==> src/rtl/instr_fetch.sv <==
// Instruction fetch unit: a small program memory that is loaded while idle and then
// issues prog_len words from address 0, one per unstalled cycle, with a done pulse.
module instr_fetch #(
  parameter int INSTR_WIDTH = 20,
  parameter int ADDR_BITS   = 5
) (
  input  logic                   clk,
  input  logic                   rst,
  input  logic                   start,
  input  logic                   stall,
  input  logic [ADDR_BITS:0]     prog_len,
  input  logic                   prog_we,
  input  logic [ADDR_BITS-1:0]   prog_addr,
  input  logic [INSTR_WIDTH-1:0] prog_data,
  output logic [INSTR_WIDTH-1:0] instruction,
  output logic                   instr_valid,
  output logic [ADDR_BITS-1:0]   pc,
  output logic                   busy,
  output logic                   done
);

  typedef enum logic [1:0] {
    IDLE = 2'd0,
    RUN  = 2'd1,
    DONE = 2'd2
  } state_t;

  state_t                 state_q, state_d;
  logic [ADDR_BITS-1:0]   pc_q, pc_d;
  logic [ADDR_BITS:0]     cnt_q, cnt_d;
  logic [ADDR_BITS:0]     len_q, len_d;
  logic [INSTR_WIDTH-1:0] instr_q, instr_d;
  logic                   valid_q, valid_d;
  logic                   busy_q, busy_d;
  logic                   done_q, done_d;

  logic [INSTR_WIDTH-1:0] mem [0:(1<<ADDR_BITS)-1];

  // Memory is deliberately outside the reset domain so a program survives reset.
  always_ff @(posedge clk) begin
    if (prog_we && (state_q == IDLE)) begin
      mem[prog_addr] <= prog_data;
    end
  end

  always_comb begin
    state_d = state_q;
    pc_d    = pc_q;
    cnt_d   = cnt_q;
    len_d   = len_q;
    instr_d = '0;
    valid_d = 1'b0;
    done_d  = 1'b0;
    case (state_q)
      IDLE: begin
        if (start) begin
          pc_d  = '0;
          cnt_d = '0;
          len_d = prog_len;
          if (prog_len == '0) begin
            state_d = DONE;
          end else begin
            state_d = RUN;
          end
        end
      end
      RUN: begin
        if (!stall) begin
          instr_d = mem[pc_q];
          valid_d = 1'b1;
          pc_d    = pc_q + 1'b1;
          cnt_d   = cnt_q + 1'b1;
          if (cnt_d == len_q) begin
            state_d = DONE;
          end
        end
      end
      DONE: begin
        // Outputs are registered, so the done pulse appears as DONE is left.
        done_d  = 1'b1;
        state_d = IDLE;
      end
      default: begin
        state_d = IDLE;
      end
    endcase
    busy_d = (state_d == RUN);
  end

  always_ff @(posedge clk or posedge rst) begin
    if (rst) begin
      state_q <= IDLE;
      pc_q    <= '0;
      cnt_q   <= '0;
      len_q   <= '0;
      instr_q <= '0;
      valid_q <= 1'b0;
      busy_q  <= 1'b0;
      done_q  <= 1'b0;
    end else begin
      state_q <= state_d;
      pc_q    <= pc_d;
      cnt_q   <= cnt_d;
      len_q   <= len_d;
      instr_q <= instr_d;
      valid_q <= valid_d;
      busy_q  <= busy_d;
      done_q  <= done_d;
    end
  end

  assign instruction = instr_q;
  assign instr_valid = valid_q;
  assign pc          = pc_q;
  assign busy        = busy_q;
  assign done        = done_q;

endmodule

==> config.mk <==
export PLATFORM = sky130hd
export DESIGN_NAME = instr_fetch
export DESIGN_NICKNAME = d
export VERILOG_FILES = /design/src/rtl/instr_fetch.sv
export SDC_FILE = /design/constraint.sdc
export NUM_CORES = 1
export LEC_CHECK = 0
export ABC_AREA = 1
export ABC_CLOCK_PERIOD_IN_PS = 2500
export BUFFER_PORTS_ARGS = -buffer_cell sky130_fd_sc_hd__clkbuf_2
export CAP_MARGIN = 10
export CORE_ASPECT_RATIO = 1.2
export CORE_UTILIZATION = 50
export CTS_CLUSTER_DIAMETER = 150
export DETAILED_ROUTE_END_ITERATION = 12
export PLACE_DENSITY = 0.69
export REMOVE_ABC_BUFFERS = 1
export SLEW_MARGIN = 5
export SYNTH_ARGS = -nofsm -noshare
export SYNTH_HDL_FRONTEND = slang
export SYNTH_SLANG_ARGS = --single-unit
==> constraint.sdc <==
create_clock -name clk -period 2.5 [get_ports clk]
set_input_delay 0.5 -clock clk [delete_from_list [all_inputs] [get_ports clk]]
set_output_delay 0.5 -clock clk [all_outputs]
set_load 0.005 [all_outputs]
==> flow_summary.yaml, run 1 <==
timing:
  max_freq_ghz: 0.417
  finalCritPeriodShare_pct: 96.0
  tightest_slew_ns: 0.766
  setup_violations: 0
  hold_violations: 0
  drv_slew: 0
  grt_setup_unrepaired: "false"
  relSlewSlack_pct: 48.9
  worst_clock_skew_ns: 0.0170
  min_period_ns: 2.40
drt:
  viasPerCell: 5.75
  dr_wl_met2_mm: 34.4
  maxUsedRoutingLayer: "met4"
  wl_per_cell_um: 22.1
  wl_met3_mm: 5.08
  detail_route.wirelength_mm: 69.1
  ant_nets: 1
  num_vias: 17963
  first_pass_iters: 7
  drt_iter0_markers: 1779
  wl_met1_mm: 28.0
  drc: 0
clock_tree:
  max-clock-path-buffers: 3
  cts_setup_buffers: 0
  cts-root-buf: "clkbuf_16"
  cts_resized: 0
  cts_buffers: 67
  cts-htree-levels: 3
  cts_tree: "done"
  hold_buffers: 1
  clock_latency_ns: 0.60
  clock-sinks: 682
  path_clk_slew_ns: 0.06
layout:
  design_area_um2: 31300
  drive_above_1_share_pct: 12.1
  finalNonFillerCells: 3125
  utilization_pct: 58.0
  fill_cells: 4157
  areaGrowthSynthToFinish_pct: 14.5
  nNetsFinal: 2397
placement:
  dp_cells: 3001
  numPortBuffers: 63
  gp_congestion: 0.847
  dpl_cell_area_um2: 29200
  post-dp-hpwl_mm: 39.7
power:
  power.leakage_nw: 11.0
  powerDensity_nw_per_um2: 1010
  total_power_w: 0.0317
  vdd_drop_max_uv: 745
worst_setup_path:
  worstPathRequired_ns: 2.00
  crit_path_end_kind: "output pin"
  path_class: "flip-flop to output pin"
  setup.worst_path.start_class: "flip-flop"
  cp_max_fo: 60
  worstPathArrival_ns: 1.90
  ff2ff_setup_slack_ns: 0.29
flow_run:
  maxCapViolCount: 0
yosys:
  synth.cell_area_um2: 27300
  ys_ff_latch: 682
  ys_warn_count: 0
  yosys-top-cells-area: "edfxtp_1 (70%), nor2_1 (7.1%), o21ai_0 (5.0%)"
  synth_top_area_share_pct: 70.4
  synth.yosys.seq_area_share_pct: 74.2
  ys_types: 28
  synth_top_area_cell: "edfxtp_1"
  syn_avg_cell_area_um2: 12.1
  async_reset_ff_share_pct: 6.16
  synthCells: 2260
  synth-edff-count: 640
  ys.flop_type: "edfxtp_1"
global_routing:
  grt_pass1_wl_mm: 105
  grt_overflow: 0
  grt_use_total_pct: 25.2
  antenna_found_initial: 0
  first_global_vias: 17603
  grt_max_degree: 82
min_path:
  hold_path.class: "input pin to flip-flop"
floorplan:
  io_pins: 64
  rows: 93
  dieArea_um2: 55600
  start_util_pct: 50.7
  fp.dieW_um: 215
  fp.coreArea_um2: 53900
  fp.dieH_um: 258
status:
  violations: "antenna rules"
  status: "finished with violations"
-- flip-flops by register name (all words and copies together), names as in the netlist --
signal / flops
len_q: 6
cnt_q: 6
pc: 5
instr_valid: 1
done: 1
instruction: 20
mem: 640
busy: 1
state_q: 2
-- final cells by class --
class	instances	area, um2	area share (%)
flip-flops and latches	682	20300	64.9
multi-input cells	1395	6210	19.9
clock buffers	99	1920	6.15
repair buffers	165	1620	5.19
well taps	712	891	2.85
inverters	48	189	0.604
clock inverters	19	144	0.460
diodes	5	12.5	0.0400
-- cell families after synthesis --
family,after synthesis,synth area share [%]
flip-flops,682,74.2
AND/OR/NAND/NOR,982,14.3
XOR/XNOR,2,0.0641
buffers and inverters,183,3.40
adder cells (fa/ha/maj),2,0.0916
AO/OA/AOI/OAI,409,7.96
-- per-layer routing --
| layer | track usage (%) | vias to the layer above |
|---|---|---|
| li1 | - | 8180 |
| met5 | 0 | - |
| met1 | 33.5 | 8911 |
| met2 | 42.6 | 757 |
| met3 | 3.80 | 115 |
| met4 | 8.27 | 0 |
-- worst max-delay path, cell delays in order (launching register included) --
cell      delay [ns]
dfrtp_4         0.46
buf_12          0.31
buf_12          0.28
clkbuf_2        0.16
-- stage by stage --
stage               setup slack [ns]  setup TNS (ns)  hold slack [ns]
finish                        0.0992               0            0.127
detailed placement             0.350               0            0.475
floorplan                      -6.55         -155.26            0.444
global route                  0.0503               0            0.140
global placement               0.363               0            0.460
CTS                           0.0854               0           0.0939
-- cell usage after synthesis, drive strengths merged, types with 2 or more instances --
cell type / n
o21ai: 312
nor2: 516
nor3: 2
inv: 46
edfxtp: 640
ha: 2
a21oi: 29
nand4: 4
clkbuf: 63
clkinv: 2
nand3: 156
nand2: 301
o22ai: 35
dfrtp: 42
buf: 72
o211ai: 33
-- worst paths after layout --
check                           cells past startpoint                 start                  endpoint
worst max-delay path                                3     pc[0]$_DFFE_PP0P_                     pc[0]
worst min-delay path                                3           prog_len[2]      len_q[2]$_DFFE_PP0P_
worst max register to register                      8     pc[0]$_DFFE_PP0P_  instruction[7]$_DFF_PP0_
worst min register to register                      1  state_q[0]$_DFF_PP0_            done$_DFF_PP0_
max in group asynchronous                           4                   rst         pc[2]$_DFFE_PP0P_
min in group asynchronous                           3                   rst      len_q[1]$_DFFE_PP0P_
-- where the power goes --
group,switching [W],internal [W]
Sequential,0.000337,0.0129
Combinational,0.00604,0.00286
Clock,0.00409,0.00553
Total,0.0105,0.0212
-- layout by cell type (no fill, tap or decap), types with 2 or more instances in the layout --
master	Yosys	routed
clkbuf_8	0	4
nand4_1	4	4
nor2_1	516	483
a21oi_1	29	29
nand3_1	156	156
buf_12	0	43
nand2_1	301	301
nor3_1	2	2
clkbuf_16	0	71
buf_4	12	58
clkinv_1	2	8
inv_2	2	2
bufinv_16	0	2
dfrtp_4	0	2
clkbuf_1	63	24
clkinv_2	0	10
o21ai_0	275	275
diode_2	0	5
dfrtp_1	42	39
inv_1	43	42
o22ai_1	35	35
o21ai_1	37	37
clkbuf_2	0	63
edfxtp_1	640	640
o211ai_1	33	33
nor2_2	0	32
ha_1	2	2
Power figures use the tool's default switching activity.
==> inputs of run 2 (changes only) <==
- CORE_ASPECT_RATIO: 1.2 -> 0.8
==> flow_summary.yaml, run 2 (synthesis results as in run 1) <==
status:
  status: "finished clean"
power:
  powerDensity_nw_per_um2: 1020
  vdd_drop_max_uv: 750
  seq_power_share_pct: 41.7
  netSwitchingFraction_pct: 33.2
  clkPwrFrac_pct: 30.6
  power.leakage_nw: 11.0
  power.switching_w: 0.0106
  p_comb_share_pct: 27.7
  p_int_w: 0.0212
worst_setup_path:
  cp_max_fo: 68
  setup.worst_path.start_class: "flip-flop"
  worstPathRequired_ns: 3.03
  path_class: "flip-flop to flip-flop"
  crit_path_end_kind: "flip-flop"
  ff2ff_setup_slack_ns: 0.1
  worstPathArrival_ns: 2.94
clock_tree:
  cts_tree: "done"
  max-clock-path-buffers: 3
  path_clk_slew_ns: 0.06
  clock-sinks: 682
  cts_buffers: 66
  cts-htree-levels: 3
  cts-root-buf: "clkbuf_16"
  cts_setup_buffers: 0
  clock_latency_ns: 0.61
  cts_resized: 0
layout:
  layout_common_cells: "edfxtp_1 (640), nor2_1 (483), nand2_1 (301)"
  drive_above_1_share_pct: 12.3
  top_register: "mem"
  areaGrowthSynthToFinish_pct: 13.9
  final_common_cell: "edfxtp_1"
  largest_reg_flops: 640
  nNetsFinal: 2397
global_routing:
  grt_pass1_wl_mm: 107
  first_global_vias: 17613
  grt_use_total_pct: 25.9
  grt_max_degree: 112
  antenna_found_initial: 0
  grt_overflow: 0
timing:
  grt_setup_unrepaired: "true"
  setup_violations: 0
  min_period_ns: 2.40
  hold_violations: 0
  fin_ws_ns: 0.0966
  finalCritPeriodShare_pct: 96.1
  worst_clock_skew_ns: 0.0250
  holdWs_ns: 0.142
  max_freq_ghz: 0.416
  drv_slew: 0
  tightest_slew_ns: 0.839
  relSlewSlack_pct: 44.0
drt:
  num_vias: 18056
  wl_per_cell_um: 22.7
  ant_nets: 0
  drt_iter0_markers: 2060
  viasPerCell: 5.81
  first_pass_iters: 5
  detail_route.wirelength_mm: 70.7
  drc: 0
placement:
  place_ws_ns: 0.169
  post-dp-hpwl_mm: 41.3
  numPortBuffers: 63
  gp_congestion: 0.859
floorplan:
  io_pins: 64
  fp.dieW_um: 263
  start_util_pct: 50.7
  dieArea_um2: 55600
  rows: 76
  fp.coreArea_um2: 53900
  fp.dieH_um: 211
flow_run:
  maxCapViolCount: 0
min_path:
  hold_path.class: "input pin to flip-flop"
run 2: cell count changes in the layout (fill, tap and decap cells not counted), sizes merged:
cell / delta
diode: -4
clkinv: +1
buf: +1
clkbuf: -2
clkinvlp: -1
bufinv: -1
run 2: critical path: stages (launching register included):
cell and delay (ns):
dfrtp_4 0.57, inv_8 0.38, buf_12 0.27, buf_4 0.19
o21ai_0 0.09, o22ai_1 0.15, nor2_1 0.07, nor2_1 0.27
nor2_1 0.18, nor2_1 0.14
run 2: worst paths after layout:
path | startpoint | endpoint | cells after the start
max | pc[0]$_DFFE_PP0P_ | instruction[16]$_DFF_PP0_ | 9
min | prog_len[5] | len_q[5]$_DFFE_PP0P_ | 3
max reg2reg | pc[0]$_DFFE_PP0P_ | instruction[16]$_DFF_PP0_ | 9
min reg2reg | state_q[0]$_DFF_PP0_ | done$_DFF_PP0_ | 1
max in group asynchronous | rst | pc[0]$_DFFE_PP0P_ | 4
min in group asynchronous | rst | instr_valid$_DFF_PP0_ | 3
run 2: power groups by stage:
stage	clock (W)	combinational, W	sequential, W
2_1_floorplan	0	0.00394	0.0137
3_3_place_gp	0	0.00852	0.0135
3_5_place_dp	0	0.00870	0.0135
4_1_cts	0.00983	0.00877	0.0133
5_1_grt	0.0102	0.00982	0.0133
6_report	0.00974	0.00882	0.0133
run 2: layout make-up:
class	instances	area, um2
multi-input combinational	1395	6210
antenna	1	2.50
inverter	48	189
clock buffer	97	1990
timing repair buffer	166	1470
tap	702	878
fill	4241	22800
sequential	682	20300
clock inverter	18	109
run 2: what timing repair did:
action                                 CTS  global route
endpoints found under the hold margin   15             0
hold buffers                             1             0
setup endpoints to repair                0             1
run 2: metrics by stage:
step	cell area (um2)	utilization, %	setup TNS, ns	std cells	total power, W
finish	31100	57.7	0	3109	0.0318
global route	31100	57.7	-0.0178	3108	0.0334
CTS	31100	57.7	0	3108	0.0319
detailed placement	29000	53.8	0	2992	0.0222
global placement	29000	53.8	0	2992	0.0220
floorplan	26600	-	-155.26	2125	0.0177
run 2: per-layer routing:
| metal | global-route usage [%] | up-vias | part of all wire, % |
|---|---|---|---|
| met5 | 0 | - | 0 |
| met3 | 7.01 | 124 | 11 |
| li1 | - | 8191 | - |
| met2 | 38.5 | 869 | 44 |
| met1 | 37.4 | 8872 | 42 |
| met4 | 8.07 | 0 | 2.6 |
